===== config.mk =====
export PLATFORM = sky130hd
export DESIGN_NAME = psum_decoder_flat
export DESIGN_NICKNAME = d
export VERILOG_FILES = /design/src/rtl/psum_decoder_pkg.sv /design/src/rtl/psum_decoder_if.sv /design/src/rtl/psum_decoder_src_match.sv /design/src/rtl/psum_decoder.sv /design/src/flat_wrapper.sv
export SDC_FILE = /design/constraint.sdc
export NUM_CORES = 1
export LEC_CHECK = 0
export BUFFER_PORTS_ARGS = -buffer_cell sky130_fd_sc_hd__buf_2
export CORE_MARGIN = 5
export CORE_UTILIZATION = 38
export CTS_BUF_LIST = sky130_fd_sc_hd__clkbuf_8
export DETAILED_ROUTE_END_ITERATION = 8
export PLACE_DENSITY = 0.65
export SETUP_SLACK_MARGIN = 0.3
export SYNTH_ARGS = -nofsm -noshare
export SYNTH_HDL_FRONTEND = slang
export SYNTH_SLANG_ARGS = --single-unit

===== constraint.sdc =====
create_clock -name clk -period 2.4 [get_ports clk]
set_input_delay 0.12 -clock clk [delete_from_list [all_inputs] [get_ports clk]]
set_output_delay 0.12 -clock clk [all_outputs]
set_load 0.01 [all_outputs]

===== src/rtl/psum_decoder_pkg.sv =====
// psum_decoder_pkg: FSM state type and packet field offsets shared by the decoder files
package psum_decoder_pkg;
  typedef enum logic [1:0] {IDLE = 2'd0, SEND = 2'd1, DROP = 2'd2} state_e;
  function automatic int src_lo(input int addr_w);
    return addr_w;
  endfunction
  function automatic int psum_lo(input int addr_w, input int psum_w, input int i);
    return 2 * addr_w + i * psum_w;
  endfunction
endpackage


===== src/rtl/psum_decoder_if.sv =====
// psum_decoder_if: packet input handshake and per-PE psum output channels
interface psum_decoder_if #(
  parameter int PKT_W  = 39,
  parameter int PSUM_W = 8,
  parameter int NUM_PE = 3
);
  logic                     in_valid;
  logic                     in_ready;
  logic [PKT_W-1:0]         in_pkt;
  logic [NUM_PE-1:0]        out_valid;
  logic [NUM_PE-1:0]        out_ready;
  logic [NUM_PE*PSUM_W-1:0] out_data;
  logic                     out_last;
  logic                     err_pulse;
  modport master (output in_valid, in_pkt, out_ready, input in_ready, out_valid, out_data, out_last, err_pulse);
  modport slave (input in_valid, in_pkt, out_ready, output in_ready, out_valid, out_data, out_last, err_pulse);
endinterface


===== src/rtl/psum_decoder_src_match.sv =====
// psum_decoder_src_match: maps a source address to the lowest-index PE that owns it
module psum_decoder_src_match #(
  parameter int ADDR_W = 4,
  parameter int NUM_PE = 3,
  parameter logic [NUM_PE*ADDR_W-1:0] PE_SRC_ADDR = {4'd0, 4'd1, 4'd4},
  localparam int TGT_W = NUM_PE > 1 ? $clog2(NUM_PE) : 1
) (
  input  logic [ADDR_W-1:0] src,
  output logic              hit,
  output logic [TGT_W-1:0]  idx
);
  always_comb begin
    hit = 1'b0;
    idx = '0;
    for (int k = NUM_PE - 1; k >= 0; k--)
      if (PE_SRC_ADDR[k*ADDR_W +: ADDR_W] == src) begin
        hit = 1'b1;
        idx = TGT_W'(k);
      end
  end
endmodule


===== src/rtl/psum_decoder.sv =====
// psum_decoder: routes each packet's psums, one per cycle, to the PE whose source address matches
// Optional err_cnt output enabled by defining PSUM_DECODER_ERR_CNT_EN.
module psum_decoder
  import psum_decoder_pkg::*;
#(
  parameter int PKT_W        = 39,
  parameter int ADDR_W       = 4,
  parameter int PSUM_W       = 8,
  parameter int PSUM_PER_PKT = 3,
  parameter int NUM_PE       = 3,
  parameter logic [NUM_PE*ADDR_W-1:0] PE_SRC_ADDR = {4'd0, 4'd1, 4'd4}
) (
  input logic clk,
  input logic rst,
  psum_decoder_if.slave bus
`ifdef PSUM_DECODER_ERR_CNT_EN
  ,
  output logic [15:0] err_cnt
`endif
);
  localparam int TGT_W = NUM_PE > 1 ? $clog2(NUM_PE) : 1;
  localparam int IDX_W = PSUM_PER_PKT > 1 ? $clog2(PSUM_PER_PKT) : 1;
  if (2 * ADDR_W + PSUM_PER_PKT * PSUM_W > PKT_W || PSUM_PER_PKT < 1 || NUM_PE < 1) begin : g_bad_params
    $fatal(1, "psum_decoder: packet fields do not fit or counts are zero");
  end
  state_e            state;
  logic [PKT_W-1:0]  pkt;
  logic [IDX_W-1:0]  idx;
  logic [TGT_W-1:0]  tgt;
  logic [TGT_W-1:0]  hit_idx;
  logic              hit;
  logic              send;
  logic              last;
  logic              fire;
  logic [PSUM_W-1:0] psum;
  psum_decoder_src_match #(
    .ADDR_W(ADDR_W),
    .NUM_PE(NUM_PE),
    .PE_SRC_ADDR(PE_SRC_ADDR)
  ) u_match (
    .src(bus.in_pkt[src_lo(ADDR_W) +: ADDR_W]),
    .hit(hit),
    .idx(hit_idx)
  );
  always_comb begin
    send           = state == SEND;
    last           = idx == IDX_W'(PSUM_PER_PKT - 1);
    fire           = send && bus.out_ready[tgt];
    psum           = PSUM_W'(pkt >> psum_lo(ADDR_W, PSUM_W, int'(idx)));
    bus.in_ready   = state == IDLE;
    bus.err_pulse  = state == DROP;
    bus.out_last   = send && last;
    bus.out_valid  = send ? NUM_PE'(1) << tgt : '0;
    bus.out_data   = send ? (NUM_PE*PSUM_W)'(psum) << (int'(tgt) * PSUM_W) : '0;
  end
  always_ff @(posedge clk)
    if (rst) begin
      state <= IDLE;
      pkt   <= '0;
      idx   <= '0;
      tgt   <= '0;
    end else
      case (state)
        IDLE: if (bus.in_valid) begin
          pkt   <= bus.in_pkt;
          idx   <= '0;
          tgt   <= hit_idx;
          state <= hit ? SEND : DROP;
        end
        SEND: if (fire) begin
          idx <= idx + IDX_W'(1);
          if (last) state <= IDLE;
        end
        default: state <= IDLE;
      endcase
`ifdef PSUM_DECODER_ERR_CNT_EN
  always_ff @(posedge clk)
    if (rst) err_cnt <= '0;
    else if (state == DROP && err_cnt != 16'hFFFF) err_cnt <= err_cnt + 16'd1;
`endif
endmodule


===== src/flat_wrapper.sv =====
// flat-port wrapper written by rule: the top's interface ports become plain ports
module psum_decoder_flat import psum_decoder_pkg::*;
#(
  parameter int PKT_W        = 39,
  parameter int ADDR_W       = 4,
  parameter int PSUM_W       = 8,
  parameter int PSUM_PER_PKT = 3,
  parameter int NUM_PE       = 3,
  parameter logic [NUM_PE*ADDR_W-1:0] PE_SRC_ADDR = {4'd0, 4'd1, 4'd4}
)
  (clk, rst, bus_in_valid, bus_in_pkt, bus_out_ready, bus_in_ready, bus_out_valid, bus_out_data, bus_out_last, bus_err_pulse);
  psum_decoder_if #(.PKT_W(PKT_W), .PSUM_W(PSUM_W), .NUM_PE(NUM_PE)) bus_i ();
  input logic clk;
  input logic rst;
  input wire logic [$bits(bus_i.in_valid)-1:0] bus_in_valid;
  input wire logic [$bits(bus_i.in_pkt)-1:0] bus_in_pkt;
  input wire logic [$bits(bus_i.out_ready)-1:0] bus_out_ready;
  output wire logic [$bits(bus_i.in_ready)-1:0] bus_in_ready;
  output wire logic [$bits(bus_i.out_valid)-1:0] bus_out_valid;
  output wire logic [$bits(bus_i.out_data)-1:0] bus_out_data;
  output wire logic [$bits(bus_i.out_last)-1:0] bus_out_last;
  output wire logic [$bits(bus_i.err_pulse)-1:0] bus_err_pulse;
  assign bus_i.in_valid = bus_in_valid;
  assign bus_i.in_pkt = bus_in_pkt;
  assign bus_i.out_ready = bus_out_ready;
  assign bus_in_ready = bus_i.in_ready;
  assign bus_out_valid = bus_i.out_valid;
  assign bus_out_data = bus_i.out_data;
  assign bus_out_last = bus_i.out_last;
  assign bus_err_pulse = bus_i.err_pulse;
  psum_decoder #(.PKT_W(PKT_W), .ADDR_W(ADDR_W), .PSUM_W(PSUM_W), .PSUM_PER_PKT(PSUM_PER_PKT), .NUM_PE(NUM_PE), .PE_SRC_ADDR(PE_SRC_ADDR)) u_core (.clk(clk), .rst(rst), .bus(bus_i));
endmodule

==> impl_metrics.ini <==
[pwr]
p_seq_share_pct = 53.0
clkPwrFrac_pct = 33.1
power_leakage_nw = 1.044
peakVddDrop_uv = 300.5
powerDensity_mw_per_mm2 = 559.1
intPower_mw = 0.9555
pwr-share-comb_pct = 13.9
power_switching_mw = 0.3127
p_sw_share_pct = 24.65

[worst_setup_path]
path_cells = buf_4 -> mux4_2 -> and3_1 -> buf_2
end_kind = primary output
path_delay_family = multiplexers
max_stage_delay_ns = 0.58
crit_type = reg -> out
required_ns = 2.28
r2r_slack_ns = 0.81
crit_fanout = 9
crit_buf_inv = 2
cp_num_cells = 4
reg2reg_depth = 3
start_kind = register
arrival_ns = 1.74
cpMaxStageDelayCell = mux4_2

[drt]
drtIter0Drc = 64
vias = 1643
drt_first_pass_iters = 4
routed_wl_um = 4258
ant_nets = 0
drc_errors = 0
wl_per_cell_um = 12.64
vias_per_cell = 4.875

[cells_and_area]
layout_common_cells = buf_2, nand2_1, dfxtp_1
final_cells = 337
layout.nets = 329
syn_to_final_growth_pct = 23.59
layout_commonest_cell = buf_2
n_antenna_cell = 0
drive_gt1_share_pct = 32.86

[floorplanning]
initial_core_util_pct = 39.12
dieArea_mm2 = 0.006320
io_pins = 75
std_cell_rows = 25
die-width_um = 79.50
die_y_um = 79.50
core_area_mm2 = 0.004692

[outcome]
status = completed

[logic_synthesis]
ys_warn_count = 0
ys_seq_area_share_pct = 40.35
avgSynthCellArea_um2 = 8.420
synthDistinctLibCells = 30
syn_inst = 218
yosysTopAreaCellShare_pct = 40.35
ys_seq_elements = 37
synth_area_leader_cell = dfxtp_1
yosys-top-cells-area = dfxtp_1, nand2_1, a21oi_1
synth_fp_nets = 264
syn_area_mm2 = 0.001836

[place]
io_buffer_count = 70
place_ws_ns = 0.8063
hpwl_um = 3218
gp_congestion = 0.7187
dp.cells = 330

[cts]
htree_levels = 2
cts_hold_buf = 0
numCtsBuffers = 5
clock_latency_ns = 0.27
cts_tree = done
clockRootBuffer = clkbuf_8
post_cts_buffers = 0
clk_path_buf_depth = 2
post_cts_resized = 0
cts.sinks = 37
cts.clk_slew.worst_paths_ns = 0.07

[flow_run]
cap_violations = 0

[timing]
clock.fmax_mhz = 537.6
skew_ns = 0.002389
slew_violations = 0
setup_ws_ns = 0.5398
rsz0062_at_grt = no
tns_ns = 0
period_needed_ns = 1.860
setup_viol = 0
hold_viol = 0
max-slew-margin-rel_pct = 53.06
post-route-period-util_pct = 77.51
worst_pin_slew_ns = 0.7034

[global_routing]
track_usage_pct = 13.24
antenna_found_initial = 0
grt_pass1_wl_um = 6693
overflow = 0
grt_pass1_vias = 1439
grt_max_degree = 35

[worst_hold_path]
hold_class = in -> reg
whs_path_depth = 3
-- state kept, by name, indices dropped and copies added, names as in the netlist --
signal / cells
u_core.state: 2
u_core.idx: 2
u_core.tgt: 2
u_core.pkt: 31
-- stage by stage --
stage | hold WS, ns | area [µm²] | total power [mW] | util (%)
detailed placement | 0.3653 | 2182 | 0.8650 | 46.51
CTS | 0.06816 | 2268 | 1.282 | 48.35
global route | 0.06825 | 2268 | 1.338 | 48.35
floorplan | 0.2560 | 1836 | 0.8078 | -
global placement | 0.3616 | 2182 | 0.8602 | 46.51
finish | 0.07499 | 2268 | 1.268 | 48.35
-- layer usage --
| metal | routed length [µm] | up-vias | global-route usage, % |
|---|---|---|---|
| met5 | 0 | - | 0 |
| met4 | 23 | 0 | 3.608 |
| met3 | 290 | 2 | 2.483 |
| met2 | 1997 | 46 | 21.70 |
| met1 | 1946 | 738 | 17.76 |
| li1 | - | 857 | - |
-- path summary, 6_finish.rpt --
kind,endpoint,from
worst max register to register,u_core.idx[1],u_core.tgt[0]
worst max-delay path,bus_out_data[10],u_core.idx[0]
worst min register to register,u_core.pkt[36],u_core.pkt[36]
worst min-delay path,u_core.pkt[36],bus_in_pkt[36]
-- cell usage after synthesis (all sizes together) --
cell / n
a211oi: 1
mux2i: 1
and4b: 1
nor3b: 3
mux2: 3
a21oi: 34
ha: 1
nand3: 2
dfxtp: 37
nand2: 66
nor3: 3
mux4: 7
clkbuf: 6
nor2b: 3
and2: 16
nor2: 6
nand3b: 1
nand2b: 1
inv: 4
a311o: 1
buf: 10
or3b: 1
a32oi: 1
and3: 8
o22a: 1
-- power by group through the flow --
stage | Clock (mW) | Combinational (mW) | Sequential [mW]
CTS | 0.431 | 0.179 | 0.672
detailed placement | 0 | 0.178 | 0.687
finish | 0.420 | 0.176 | 0.672
global route | 0.462 | 0.198 | 0.677
global placement | 0 | 0.175 | 0.685
floorplan | 0 | 0.129 | 0.679
-- worst min-delay path, stage by stage --
cell	delay, ns
buf_2	0.09
nand2_1	0.04
a21oi_1	0.05
-- area by class of cell --
| type | instances | area [µm²] |
|---|---|---|
| fillers | 486 | 2424 |
| multi-input cells | 161 | 965.9 |
| flip-flops and latches | 37 | 740.7 |
| repair buffers | 74 | 392.9 |
| clock buffers | 6 | 82.58 |
| well taps | 54 | 67.56 |
| inverters | 4 | 15.01 |
| clock inverters | 1 | 3.754 |
-- cell families (layout without fill, tap and decap cells) --
group           after synthesis  count (layout)  synth area share, %
compound gates               38              38                11.18
fa+ha+maj                     1               1               0.6816
buf+inv                      20              85                7.020
flops                        37              37                40.35
mux                          11              11                10.97
simple gates                111             111                29.79
Power figures use the tool's default switching activity.
